$ cat src/rtl/dmem_arbiter.sv
// dmem_arbiter: shares one single-port data memory (combinational read, write on
// the clock edge) between the core load/store unit (m0) and a debug/DMA loader (m1).
//
// Arbitration is sticky: the last requester granted keeps the port. When the other
// requester waits, the owner may take at most MAX_HOLD grants in a row before the
// port moves. Read data is registered and returned one cycle after the grant, with
// a one-cycle rvalid pulse on the requester that issued the read.
//
// Build option: define DMEM_ARB_FIXED_PRIO_EN for fixed priority. m0 always wins,
// there is no hold counter, and m1 can starve.
//
// Ports:
//   clk, reset              clock; asynchronous active-low reset
//   mX_req/we/addr/wdata    request from requester X; req is held until granted
//   mX_gnt                  request accepted this cycle (combinational)
//   mX_rvalid/rdata         registered read response, one cycle after the grant
//   mem_addr/we/wdata       to memory; m0's addr/wdata when nothing is granted
//   mem_rd                  combinational read data from memory
//   busy                    a grant is issued this cycle
module dmem_arbiter #(
  parameter int unsigned AW       = 32,
  parameter int unsigned DW       = 32,
  parameter int unsigned MAX_HOLD = 4
) (
  input  logic          clk,
  input  logic          reset,
  input  logic          m0_req,
  input  logic          m0_we,
  input  logic [AW-1:0] m0_addr,
  input  logic [DW-1:0] m0_wdata,
  output logic          m0_gnt,
  output logic          m0_rvalid,
  output logic [DW-1:0] m0_rdata,
  input  logic          m1_req,
  input  logic          m1_we,
  input  logic [AW-1:0] m1_addr,
  input  logic [DW-1:0] m1_wdata,
  output logic          m1_gnt,
  output logic          m1_rvalid,
  output logic [DW-1:0] m1_rdata,
  output logic [AW-1:0] mem_addr,
  output logic          mem_we,
  output logic [DW-1:0] mem_wdata,
  input  logic [DW-1:0] mem_rd,
  output logic          busy
);

  typedef enum logic [1:0] {StIdle, StOwn0, StOwn1} state_e;

  state_e        state_q, state_d;
  logic          gnt0, gnt1;
  logic          rvalid0_q, rvalid1_q;
  logic [DW-1:0] rdata0_q, rdata1_q;

`ifndef DMEM_ARB_FIXED_PRIO_EN
  localparam int unsigned HW = $clog2(MAX_HOLD + 1);
  localparam logic [HW-1:0] HoldMax = HW'(MAX_HOLD);

  logic [HW-1:0] hold_q, hold_d;

  // hold counts consecutive grants to the owner taken while the other waits.
  always_comb begin
    gnt0    = 1'b0;
    gnt1    = 1'b0;
    state_d = state_q;
    hold_d  = hold_q;
    unique case (state_q)
      StIdle: begin
        if (m0_req) begin
          gnt0    = 1'b1;
          state_d = StOwn0;
          hold_d  = m1_req ? HW'(1) : '0;
        end else if (m1_req) begin
          gnt1    = 1'b1;
          state_d = StOwn1;
          hold_d  = '0;
        end else begin
          hold_d  = '0;
        end
      end
      StOwn0: begin
        if (m0_req && (!m1_req || hold_q < HoldMax)) begin
          gnt0   = 1'b1;
          hold_d = m1_req ? hold_q + HW'(1) : '0;
        end else if (m1_req) begin
          gnt1    = 1'b1;
          state_d = StOwn1;
          hold_d  = m0_req ? HW'(1) : '0;
        end else begin
          state_d = StIdle;
          hold_d  = '0;
        end
      end
      StOwn1: begin
        if (m1_req && (!m0_req || hold_q < HoldMax)) begin
          gnt1   = 1'b1;
          hold_d = m0_req ? hold_q + HW'(1) : '0;
        end else if (m0_req) begin
          gnt0    = 1'b1;
          state_d = StOwn0;
          hold_d  = m1_req ? HW'(1) : '0;
        end else begin
          state_d = StIdle;
          hold_d  = '0;
        end
      end
      default: begin
        state_d = StIdle;
        hold_d  = '0;
      end
    endcase
  end

  always_ff @(posedge clk or negedge reset) begin
    if (!reset) begin
      hold_q <= '0;
    end else begin
      hold_q <= hold_d;
    end
  end
`else
  // Fixed priority; state only records who used the port last.
  always_comb begin
    gnt0    = 1'b0;
    gnt1    = 1'b0;
    state_d = StIdle;
    if (m0_req) begin
      gnt0    = 1'b1;
      state_d = StOwn0;
    end else if (m1_req) begin
      gnt1    = 1'b1;
      state_d = StOwn1;
    end
  end
`endif

  // Grants are combinational, so they must be masked while reset is held low.
  assign m0_gnt    = gnt0 & reset;
  assign m1_gnt    = gnt1 & reset;
  assign busy      = m0_gnt | m1_gnt;
  assign mem_addr  = m1_gnt ? m1_addr : m0_addr;
  assign mem_wdata = m1_gnt ? m1_wdata : m0_wdata;
  assign mem_we    = (m0_gnt & m0_we) | (m1_gnt & m1_we);

  always_ff @(posedge clk or negedge reset) begin
    if (!reset) begin
      state_q   <= StIdle;
      rvalid0_q <= 1'b0;
      rvalid1_q <= 1'b0;
      rdata0_q  <= '0;
      rdata1_q  <= '0;
    end else begin
      state_q   <= state_d;
      rvalid0_q <= m0_gnt & ~m0_we;
      rvalid1_q <= m1_gnt & ~m1_we;
      if (m0_gnt && !m0_we) rdata0_q <= mem_rd;
      if (m1_gnt && !m1_we) rdata1_q <= mem_rd;
    end
  end

  assign m0_rvalid = rvalid0_q;
  assign m1_rvalid = rvalid1_q;
  assign m0_rdata  = rdata0_q;
  assign m1_rdata  = rdata1_q;

endmodule

$ cat config.mk
export PLATFORM = sky130hd
export DESIGN_NAME = dmem_arbiter
export DESIGN_NICKNAME = d
export VERILOG_FILES = /design/src/rtl/dmem_arbiter.sv
export SDC_FILE = /design/constraint.sdc
export NUM_CORES = 1
export LEC_CHECK = 0
export ABC_AREA = 1
export CAP_MARGIN = 5
export CORE_AREA = 2 2 116 118
export CTS_CLUSTER_SIZE = 10
export DETAILED_ROUTE_END_ITERATION = 6
export DIE_AREA = 0 0 118 120
export PLACE_DENSITY = 0.7
export SETUP_SLACK_MARGIN = 0.02
export SYNTH_ARGS = -nofsm -noshare
export SYNTH_HDL_FRONTEND = slang
export SYNTH_SLANG_ARGS = --single-unit
$ cat constraint.sdc
create_clock -name clk -period 2.65 [get_ports clk]
set_input_delay 0.795 -clock clk [delete_from_list [all_inputs] [get_ports clk]]
set_output_delay 0.795 -clock clk [all_outputs]
set_load 0.01 [all_outputs]
==> impl_metrics.json, run 1 <==
{
  "antenna_left": 0,
  "fin_tns_setup_ns": -4.089,
  "fp.dieH_um": 120,
  "maxSlewHeadroom": 0.5813,
  "syn2layout_area_growth_pct": 105.2,
  "skew_ns": 0.006940,
  "p_per_area_nw_per_um2": 854.1,
  "place_congestion": 0.9786,
  "crit_path_max_fanout": 8,
  "final_layout_size_suffix_gt1_frac": 0.2281,
  "hold_path.class": "primary input to asynchronous set/reset pin",
  "design.core.area_um2": 12980,
  "wl_per_cell_um": 18.05,
  "post_synth_num_cell_types": 22,
  "hold_violations": 0,
  "vdd_drop_max_mv": 0.5208,
  "gr-usage-all-layers": 0.2586,
  "worst_skew_pair.late_latency_ns": 0.34,
  "crit_type": "primary input to output pin",
  "synthesis.area_um2": 3812,
  "maxSlewViolCount": 0,
  "diodes": 0,
  "layout_commonest_cell": "nand2_1",
  "status": "finished with violations",
  "dp_cells": 989,
  "syn_inst": 536,
  "min_period_ns": 2.779,
  "vias_per_cell": 4.928,
  "placementRows": 42,
  "grt-ovfl-total": 0,
  "die_area_um2": 14160,
  "clockRootBuffer": "clkbuf_16",
  "synth_nets": 703,
  "start_util": 0.2937,
  "seq_area_frac_synth": 0.4660,
  "clk_pin_slew_ns": 0.05,
  "cap_violations": 0,
  "start_kind": "primary input",
  "worstPathArrival_ns": 1.98,
  "grt_pass1_vias": 5072,
  "worstMarginPinSlew_ns": 0.6281,
  "rsz0062_at_grt": "yes",
  "finalWirelength_um": 18610,
  "post-dp-hpwl_um": 13270,
  "clock.fmax_mhz": 359.8,
  "final_nets": 1017,
  "ys_ff_latch": 71,
  "cts_buffer_depth": 2,
  "finalNonFillerCells": 1031,
  "numCtsBuffers": 9,
  "dr_total_vias": 5081,
  "cellLeakagePower_uw": 0.003840,
  "violations": "setup timing",
  "die_w_um": 118,
  "worst_slack_ns": -0.1292,
  "mostFrequentLayoutCells": "nand2_1, clkdlybuf4s50_1, dfrtp_1",
  "worst_setup_path_end_kind": "output pin",
  "cts.sinks": 71,
  "cts_max_level": 3,
  "drc": 0,
  "cts_tree": "yes",
  "dr.pass1.iters": 7,
  "pin_count": 300,
  "fin_crit_sh": 1.049,
  "first_iter_violations": 289,
  "cp.required_ns": 1.86,
  "port_buffers": 299,
  "yosys_warnings": 0,
  "grt_pass1_wl_um": 28480,
  "syn_area_per_cell_um2": 7.113,
  "pre_cts_slack_ns": -1.021,
  "finalSetupViolations": 65,
  "grt_max_degree": 79,
  "antenna_found_initial": 2
}
## layer usage
| metal | up-vias | GRT usage | share of wire |
|---|---|---|---|
| li1 | 2359 | - | - |
| met2 | 269 | 0.4331 | 0.48 |
| met4 | 4 | 0.09940 | 0.032 |
| met1 | 2405 | 0.2994 | 0.38 |
| met3 | 44 | 0.09981 | 0.10 |
| met5 | - | 0 | 0.0013 |
## cell families (layout without fill, tap and decap cells)
| family | Yosys count | after routing | share of synthesized area |
|---|---|---|---|
| buffers and inverters | 52 | 371 | 0.07221 |
| flip-flops | 71 | 71 | 0.4660 |
| AND/OR/NAND/NOR | 408 | 408 | 0.4529 |
| AO/OA/AOI/OAI | 4 | 4 | 0.005579 |
| adder cells (fa/ha/maj) | 1 | 1 | 0.003281 |
## layout make-up
class	count	area (um2)
Multi-Input combinational cell	413	2036
Inverter	10	45.04
Clock buffer	10	239.0
Tap cell	176	220.2
Clock inverter	6	92.59
Fill cell	1202	5159
Sequential cell	71	1778
Timing Repair Buffer	345	3411
## report_power, final
group / switching, uW / total [uW] / internal [uW]
logic: 1650 / 3490 / 1840
registers: 289 / 1870 / 1580
clock network: 469 / 1320 / 854
total: 2410 / 6680 / 4270
## stage by stage
stage | utilization | instance area (um2) | power, uW | hold WS (ns)
after floorplan | - | 3812 | 3077 | 0.4406
after global placement | 0.5382 | 6985 | 5021 | 0.4528
after detailed placement | 0.5382 | 6985 | 5084 | 0.4576
after CTS | 0.5922 | 7686 | 6659 | 0.3954
after global routing | 0.6026 | 7821 | 7060 | 0.4116
final | 0.6026 | 7821 | 6680 | 0.4157
## critical path: stages
cell     delay [ns]
buf_8          0.10
nand2_4        0.06
nand4_1        0.14
nand3_4        0.15
nand2_8        0.09
buf_12         0.14
buf_12         0.13
buf_8          0.12
nand2_2        0.04
nand2_1        0.05
buf_2          0.14
## path summary, 6_finish.rpt
kind	slack, ns	depth (start not counted)	startpoint	end
hold / removal	0.42	2	reset	m1_rvalid
setup / recovery	-0.13	11	m0_req	mem_addr[27]
min in group clk	0.47	2	m1_rdata[28]	m1_rdata[28]
setup reg to reg	0.45	12	hold_q[2]	m0_rdata[4]
hold reg to reg	0.47	2	m1_rdata[28]	m1_rdata[28]
max in group asynchronous	0.86	4	reset	m1_rdata[19]
## cell usage after synthesis (all sizes together)
cell type	count	area share
nand2	329	0.33
buf	28	0.048
nand3b	1	0.0020
nor2	2	0.0026
clkbuf	14	0.014
ha	1	0.0033
inv	9	0.0089
o21ai	1	0.0013
clkinv	1	0.00098
a21oi	2	0.0026
nand3	9	0.013
nand4	67	0.11
dfrtp	71	0.47
a31oi	1	0.0016
## state kept, by name (all words and copies together) (netlist names)
register	flops
hold_q	3
m0_rdata	32
m0_rvalid	1
m1_rdata	32
m1_rvalid	1
state_q	2
## repair_timing
item	CTS	global route
pin swaps	21	7
setup endpoints to repair	68	70
gates cloned	6	0
resized for setup	393	31
buffers inserted	16	4
hold buffers	0	0
Note: power is estimated with default switching activity, not from simulation.
==> run 2: changes to the inputs <==
--- a/config.mk
+++ b/config.mk
@@ -7,12 +7,13 @@
 export LEC_CHECK = 0
 export ABC_AREA = 1
 export CAP_MARGIN = 5
-export CORE_AREA = 2 2 116 118
+export CORE_AREA = 10 10 117 119
 export CTS_CLUSTER_SIZE = 10
 export DETAILED_ROUTE_END_ITERATION = 6
-export DIE_AREA = 0 0 118 120
-export PLACE_DENSITY = 0.7
+export DIE_AREA = 0 0 127 129
+export PLACE_DENSITY = 0.78
 export SETUP_SLACK_MARGIN = 0.02
+export SLEW_MARGIN = 20
 export SYNTH_ARGS = -nofsm -noshare
 export SYNTH_HDL_FRONTEND = slang
 export SYNTH_SLANG_ARGS = --single-unit
==> impl_metrics.json, run 2 (synthesis results as in run 1) <==
{
  "r2r-end": "m1_rdata[15]",
  "clk_pin_slew_ns": 0.05,
  "cts_tree": "yes",
  "clock.fmax_mhz": 366.2,
  "finish.instance_area_um2": 7805,
  "postCtsHoldBufs": 0,
  "mostFrequentLayoutCells": "nand2_1, clkdlybuf4s50_1, dfrtp_1",
  "cellLeakagePower_uw": 0.003819,
  "ff2ff_setup_slack_ns": 0.55,
  "gr-usage-all-layers": 0.2498,
  "violations": "setup timing",
  "hold_violations": 0,
  "p_per_area_nw_per_um2": 842.0,
  "r2r-start": "state_q[0]",
  "cts_buffer_depth": 2,
  "cts.sinks": 71,
  "worst_slack_ns": -0.08080,
  "worst_skew_pair.late_latency_ns": 0.33,
  "dpl_cell_area_um2": 6954,
  "skew_ns": 0.009190,
  "busiest_layer": "met2",
  "fin_tns_setup_ns": -0.7161,
  "crit_path_max_fanout": 8,
  "maxSlewViolCount": 0,
  "maxSlewHeadroom": 0.3774,
  "crit_start": "m0_req",
  "status": "finished with violations",
  "grt_pass1_vias": 5013,
  "post-dp-hpwl_um": 15970,
  "pin_count": 300,
  "start_util": 0.3368,
  "layout_commonest_cell": "nand2_1",
  "cap_violations": 0,
  "rsz0062_at_grt": "yes",
  "die_area_um2": 16380,
  "worstMarginPinSlew_ns": 0.9339,
  "grt-ovfl-total": 0,
  "clockRootBuffer": "clkbuf_16",
  "antenna_left": 0,
  "hold_path.class": "primary input to asynchronous set/reset pin",
  "worst_setup_path_end_kind": "output pin",
  "grt_pass1_wl_um": 31690,
  "placementRows": 39,
  "fill_cells": 932,
  "cpMaxStageDelayCell": "nand3b_1",
  "grt_max_degree": 89,
  "finalNonFillerCells": 995,
  "min_period_ns": 2.731,
  "drc": 0,
  "vias_per_cell": 5.069,
  "fp.dieH_um": 129,
  "crit_path_end": "mem_wdata[3]",
  "design.core.area_um2": 11320,
  "worst_path_largest_cell_delay_ns": 0.19,
  "numCtsBuffers": 9,
  "cts_max_level": 3,
  "cp.required_ns": 1.86,
  "place_congestion": 0.9472,
  "final_layout_size_suffix_gt1_frac": 0.2421,
  "worstPathArrival_ns": 1.94,
  "dr.pass1.iters": 5,
  "wl_per_cell_um": 21.95,
  "die_w_um": 127,
  "finalSetupViolations": 31,
  "syn2layout_area_growth_pct": 104.7,
  "crit_type": "primary input to output pin",
  "start_kind": "primary input",
  "dp_cells": 959,
  "first_iter_violations": 386,
  "reg2reg_depth": 10,
  "port_buffers": 299,
  "antenna_found_initial": 3,
  "finalWirelength_um": 21840,
  "vdd_drop_max_mv": 0.6598,
  "crit_top_cell": "buf_6",
  "fin_crit_sh": 1.030,
  "grt_use_met1": 0.2770,
  "use_met2": 0.4368,
  "crit_chain": "buf_8 -> nand3b_1 -> nand3_4 -> nand2_8 -> buf_6 -> buf_12 -> buf_6 -> nand2_2 -> nand2_2 -> buf_6",
  "dr_total_vias": 5044,
  "use_met3": 0.1080,
  "final_nets": 1015
}
run 2: cell count changes in the layout (fill, tap and decap cells not counted), moves of 3 or more:
| cell | delta |
|---|---|
| clkbuf_16 | +3 |
| nand2_1 | -19 |
| buf_6 | +5 |
| buf_8 | -3 |
| buf_2 | -19 |
| buf_4 | +13 |
| nand2_4 | -3 |
| nand2_2 | +22 |
run 2: timing repair:
item / 4_1_cts / 5_1_grt
cloned: 8 / 3
buffers inserted: 12 / 1
resized for setup: 429 / 23
pin swaps: 37 / 3
hold endpoints to repair: 0 / 0
endpoints found under the setup margin: 68 / 67
run 2: final cells by class:
type                            count  area [um2]  share of cell area
Inverter                           10       50.05            0.006412
Tap cell                          143       178.9             0.02292
Clock inverter                      1       5.005           0.0006412
Timing Repair Buffer              343        3463              0.4437
Sequential cell                    71        1777              0.2276
Multi-Input combinational cell    413        2068              0.2650
Clock buffer                       13       260.3             0.03334
Antenna cell                        1       2.502           0.0003206
run 2: power breakdown:
group	switching [uW]	internal, uW	total [uW]
Clock	413	672	1090
Combinational	1740	1880	3620
Sequential	290	1580	1870
Total	2440	4130	6570
run 2: critical path: cells and delay by family:
family	cells	cell delay, ns
AND/OR/NAND/NOR	5	0.51
buffers and inverters	5	0.61
run 2: stage by stage:
step	worst slack, ns	hold WS [ns]	util	total power (uW)
finish	-0.08080	0.4357	0.6894	6572
global route	-0.1455	0.4445	0.6892	6973
CTS	-0.1288	0.4295	0.6806	6594
detailed placement	-0.9961	0.4583	0.6143	5158
global placement	-0.9220	0.4532	0.6143	5091
floorplan	0.04272	0.4406	-	3077
run 2: layer usage:
metal / up-vias / share of wire
met4: 6 / 0.013
li1: 2354 / -
met1: 2410 / 0.37
met2: 247 / 0.51
met5: - / 0.0022
met3: 27 / 0.11
run 2: worst min-delay path by stage:
stage                       from           end  slack [ns]  cells after the start
finish                     reset     hold_q[1]        0.44                      2
global placement     m1_rdata[9]   m1_rdata[9]        0.45                      2
global route               reset     hold_q[1]        0.44                      2
CTS                        reset     hold_q[1]        0.43                      2
detailed placement  m1_rdata[11]  m1_rdata[11]        0.46                      2
floorplan              hold_q[0]     hold_q[0]        0.44                      1
==> run 3: changes to the inputs <==
--- a/config.mk
+++ b/config.mk
@@ -7,11 +7,12 @@
 export LEC_CHECK = 0
 export ABC_AREA = 1
 export CAP_MARGIN = 5
-export CORE_AREA = 10 10 117 119
+export CORE_AREA = 10 10 121 123
 export CTS_CLUSTER_SIZE = 10
 export DETAILED_ROUTE_END_ITERATION = 6
-export DIE_AREA = 0 0 127 129
-export PLACE_DENSITY = 0.78
+export DIE_AREA = 0 0 131 133
+export GPL_TIMING_DRIVEN = 0
+export PLACE_DENSITY = 0.73
 export SETUP_SLACK_MARGIN = 0.02
 export SLEW_MARGIN = 20
 export SYNTH_ARGS = -nofsm -noshare
==> impl_metrics.json, run 3 (synthesis results as in run 1) <==
{
  "gr-usage-all-layers": 0.2323,
  "start_kind": "primary input",
  "clock.fmax_mhz": 364.2,
  "violations": "setup timing",
  "syn2layout_area_growth_pct": 117.9,
  "first_iter_violations": 298,
  "drc": 0,
  "dp_cells": 1006,
  "cp.required_ns": 1.86,
  "grt_pass1_vias": 5056,
  "design.core.area_um2": 12360,
  "ff2ff_setup_slack_ns": 0.80,
  "die_area_um2": 17420,
  "power_frac_clock": 0.181,
  "grt_max_degree": 28,
  "port_buffers": 297,
  "wl_per_cell_um": 20.68,
  "rsz0062_at_grt": "yes",
  "cts_buffer_depth": 2,
  "p_sw_frac": 0.3639,
  "postCtsHoldBufs": 0,
  "r2r-start": "state_q[1]",
  "worstPathArrival_ns": 1.95,
  "vdd_drop_max_mv": 0.7181,
  "p_per_area_nw_per_um2": 822.6,
  "maxSlewViolCount": 0,
  "pre_cts_slack_ns": -1.503,
  "grt-ovfl-total": 0,
  "fin_crit_sh": 1.036,
  "clockRootBuffer": "clkbuf_16",
  "hold_violations": 0,
  "p_int_uw": 4346,
  "layout_commonest_cell": "clkdlybuf4s50_1",
  "dr_total_vias": 5072,
  "clk_pin_slew_ns": 0.05,
  "cts.sinks": 71,
  "worstMarginPinSlew_ns": 0.4856,
  "sequentialPowerShare": 0.273,
  "status": "finished with violations",
  "worst_setup_path_end_kind": "output pin",
  "worst_slack_ns": -0.09583,
  "fill_cells": 1012,
  "hold_ws_ns": 0.2734,
  "mostFrequentLayoutCells": "clkdlybuf4s50_1, nand2_1, nand2_2, dfrtp_1, nand4_1",
  "pin_count": 300,
  "place_congestion": 0.8742,
  "finalSetupViolations": 64,
  "grt_pass1_wl_um": 31020,
  "start_util": 0.3084,
  "cap_violations": 0,
  "finalWirelength_um": 21610,
  "worst_skew_pair.late_latency_ns": 0.33,
  "combPwrFrac": 0.546,
  "die_w_um": 131,
  "antenna_found_initial": 6,
  "vias_per_cell": 4.854,
  "p_sw_uw": 2486,
  "antenna_left": 0,
  "maxSlewHeadroom": 0.6763,
  "finalNonFillerCells": 1045,
  "cts_tree": "yes",
  "final_util": 0.6718,
  "post-dp-hpwl_um": 16730,
  "final_layout_size_suffix_gt1_frac": 0.2874,
  "crit_type": "primary input to output pin",
  "final_nets": 1032,
  "cts_max_level": 3,
  "numCtsBuffers": 9,
  "min_period_ns": 2.746,
  "crit_start": "m1_req",
  "hold_path.class": "primary input to asynchronous set/reset pin",
  "placementRows": 41,
  "dr.pass1.iters": 5,
  "fp.dieH_um": 133,
  "p_total_uw": 6832,
  "skew_ns": 0.004759,
  "crit_path_max_fanout": 8,
  "cellLeakagePower_uw": 0.004141
}
==> run 3: cell count changes in the layout (fill, tap and decap cells not counted), sizes merged <==
cell	before	now
clkbuf	16	30
diode	1	3
buf	111	112
inv	9	8
bufbuf	0	3
dlygate4sd2	0	1
bufinv	0	1
clkdlybuf4s15	1	0
clkdlybuf4s50	228	227
clkinv	2	4
==> run 3: cell type report <==
type,count,area (um2),share of cell area
Timing Repair Buffer,319,3309,0.3985
Inverter,10,55.05,0.006628
Multi-Input combinational cell,413,2238,0.2695
Buffer,41,392.9,0.04730
Sequential cell,71,1777,0.2139
Clock inverter,3,40.04,0.004821
Tap cell,172,215.2,0.02591
Clock buffer,13,270.3,0.03254
Antenna cell,3,7.507,0.0009039
==> run 3: final timing paths <==
check | to | cells past startpoint
max in group asynchronous | m1_rdata[29] | 2
worst max register to register | m1_rdata[23] | 8
worst min-delay path | m1_rdata[26] | 1
min in group clk | m0_rdata[6] | 2
worst min register to register | m0_rdata[6] | 2
worst max-delay path | mem_wdata[1] | 12
==> run 3: routing by layer <==
metal | vias to the layer above | share of wire | track usage
li1 | 2400 | - | -
met1 | 2398 | 0.34 | 0.2378
met2 | 229 | 0.50 | 0.3949
met3 | 37 | 0.13 | 0.1270
met4 | 8 | 0.023 | 0.06984
met5 | - | 0.0022 | 0
==> run 3: through the flow <==
step	TNS, ns	area (um2)
floorplan	0	3812
global placement	-498.02	7000
detailed placement	-67.60	7025
CTS	-3.772	7910
global route	-7.450	8303
finish	-4.012	8305
==> run 3: repair_timing <==
action | CTS | global route
resized for setup | 447 | 110
setup endpoints to repair | 68 | 68
buffers inserted | 11 | 2
hold endpoints to repair | 0 | 0
cloned | 8 | 1
pin swaps | 24 | 32
==> run 3: critical path: stages <==
cell and delay [ns]:
buf_12 0.11, nand2_4 0.05, nand2_2 0.06, nand3_2 0.08, nand3_4 0.12, nand2_8 0.12, clkinv_8 0.07, buf_12 0.15
clkbuf_16 0.16, nand2_2 0.06, nand2_2 0.05, buf_6 0.12
==> run 3: power groups by stage <==
stage	registers (uW)	logic, uW	clock network, uW
2_1_floorplan	2070	1000	0
3_3_place_gp	1850	3240	0
3_5_place_dp	1870	3290	0
4_1_cts	1870	3590	1250
5_1_grt	1930	4000	1310
6_report	1860	3730	1240
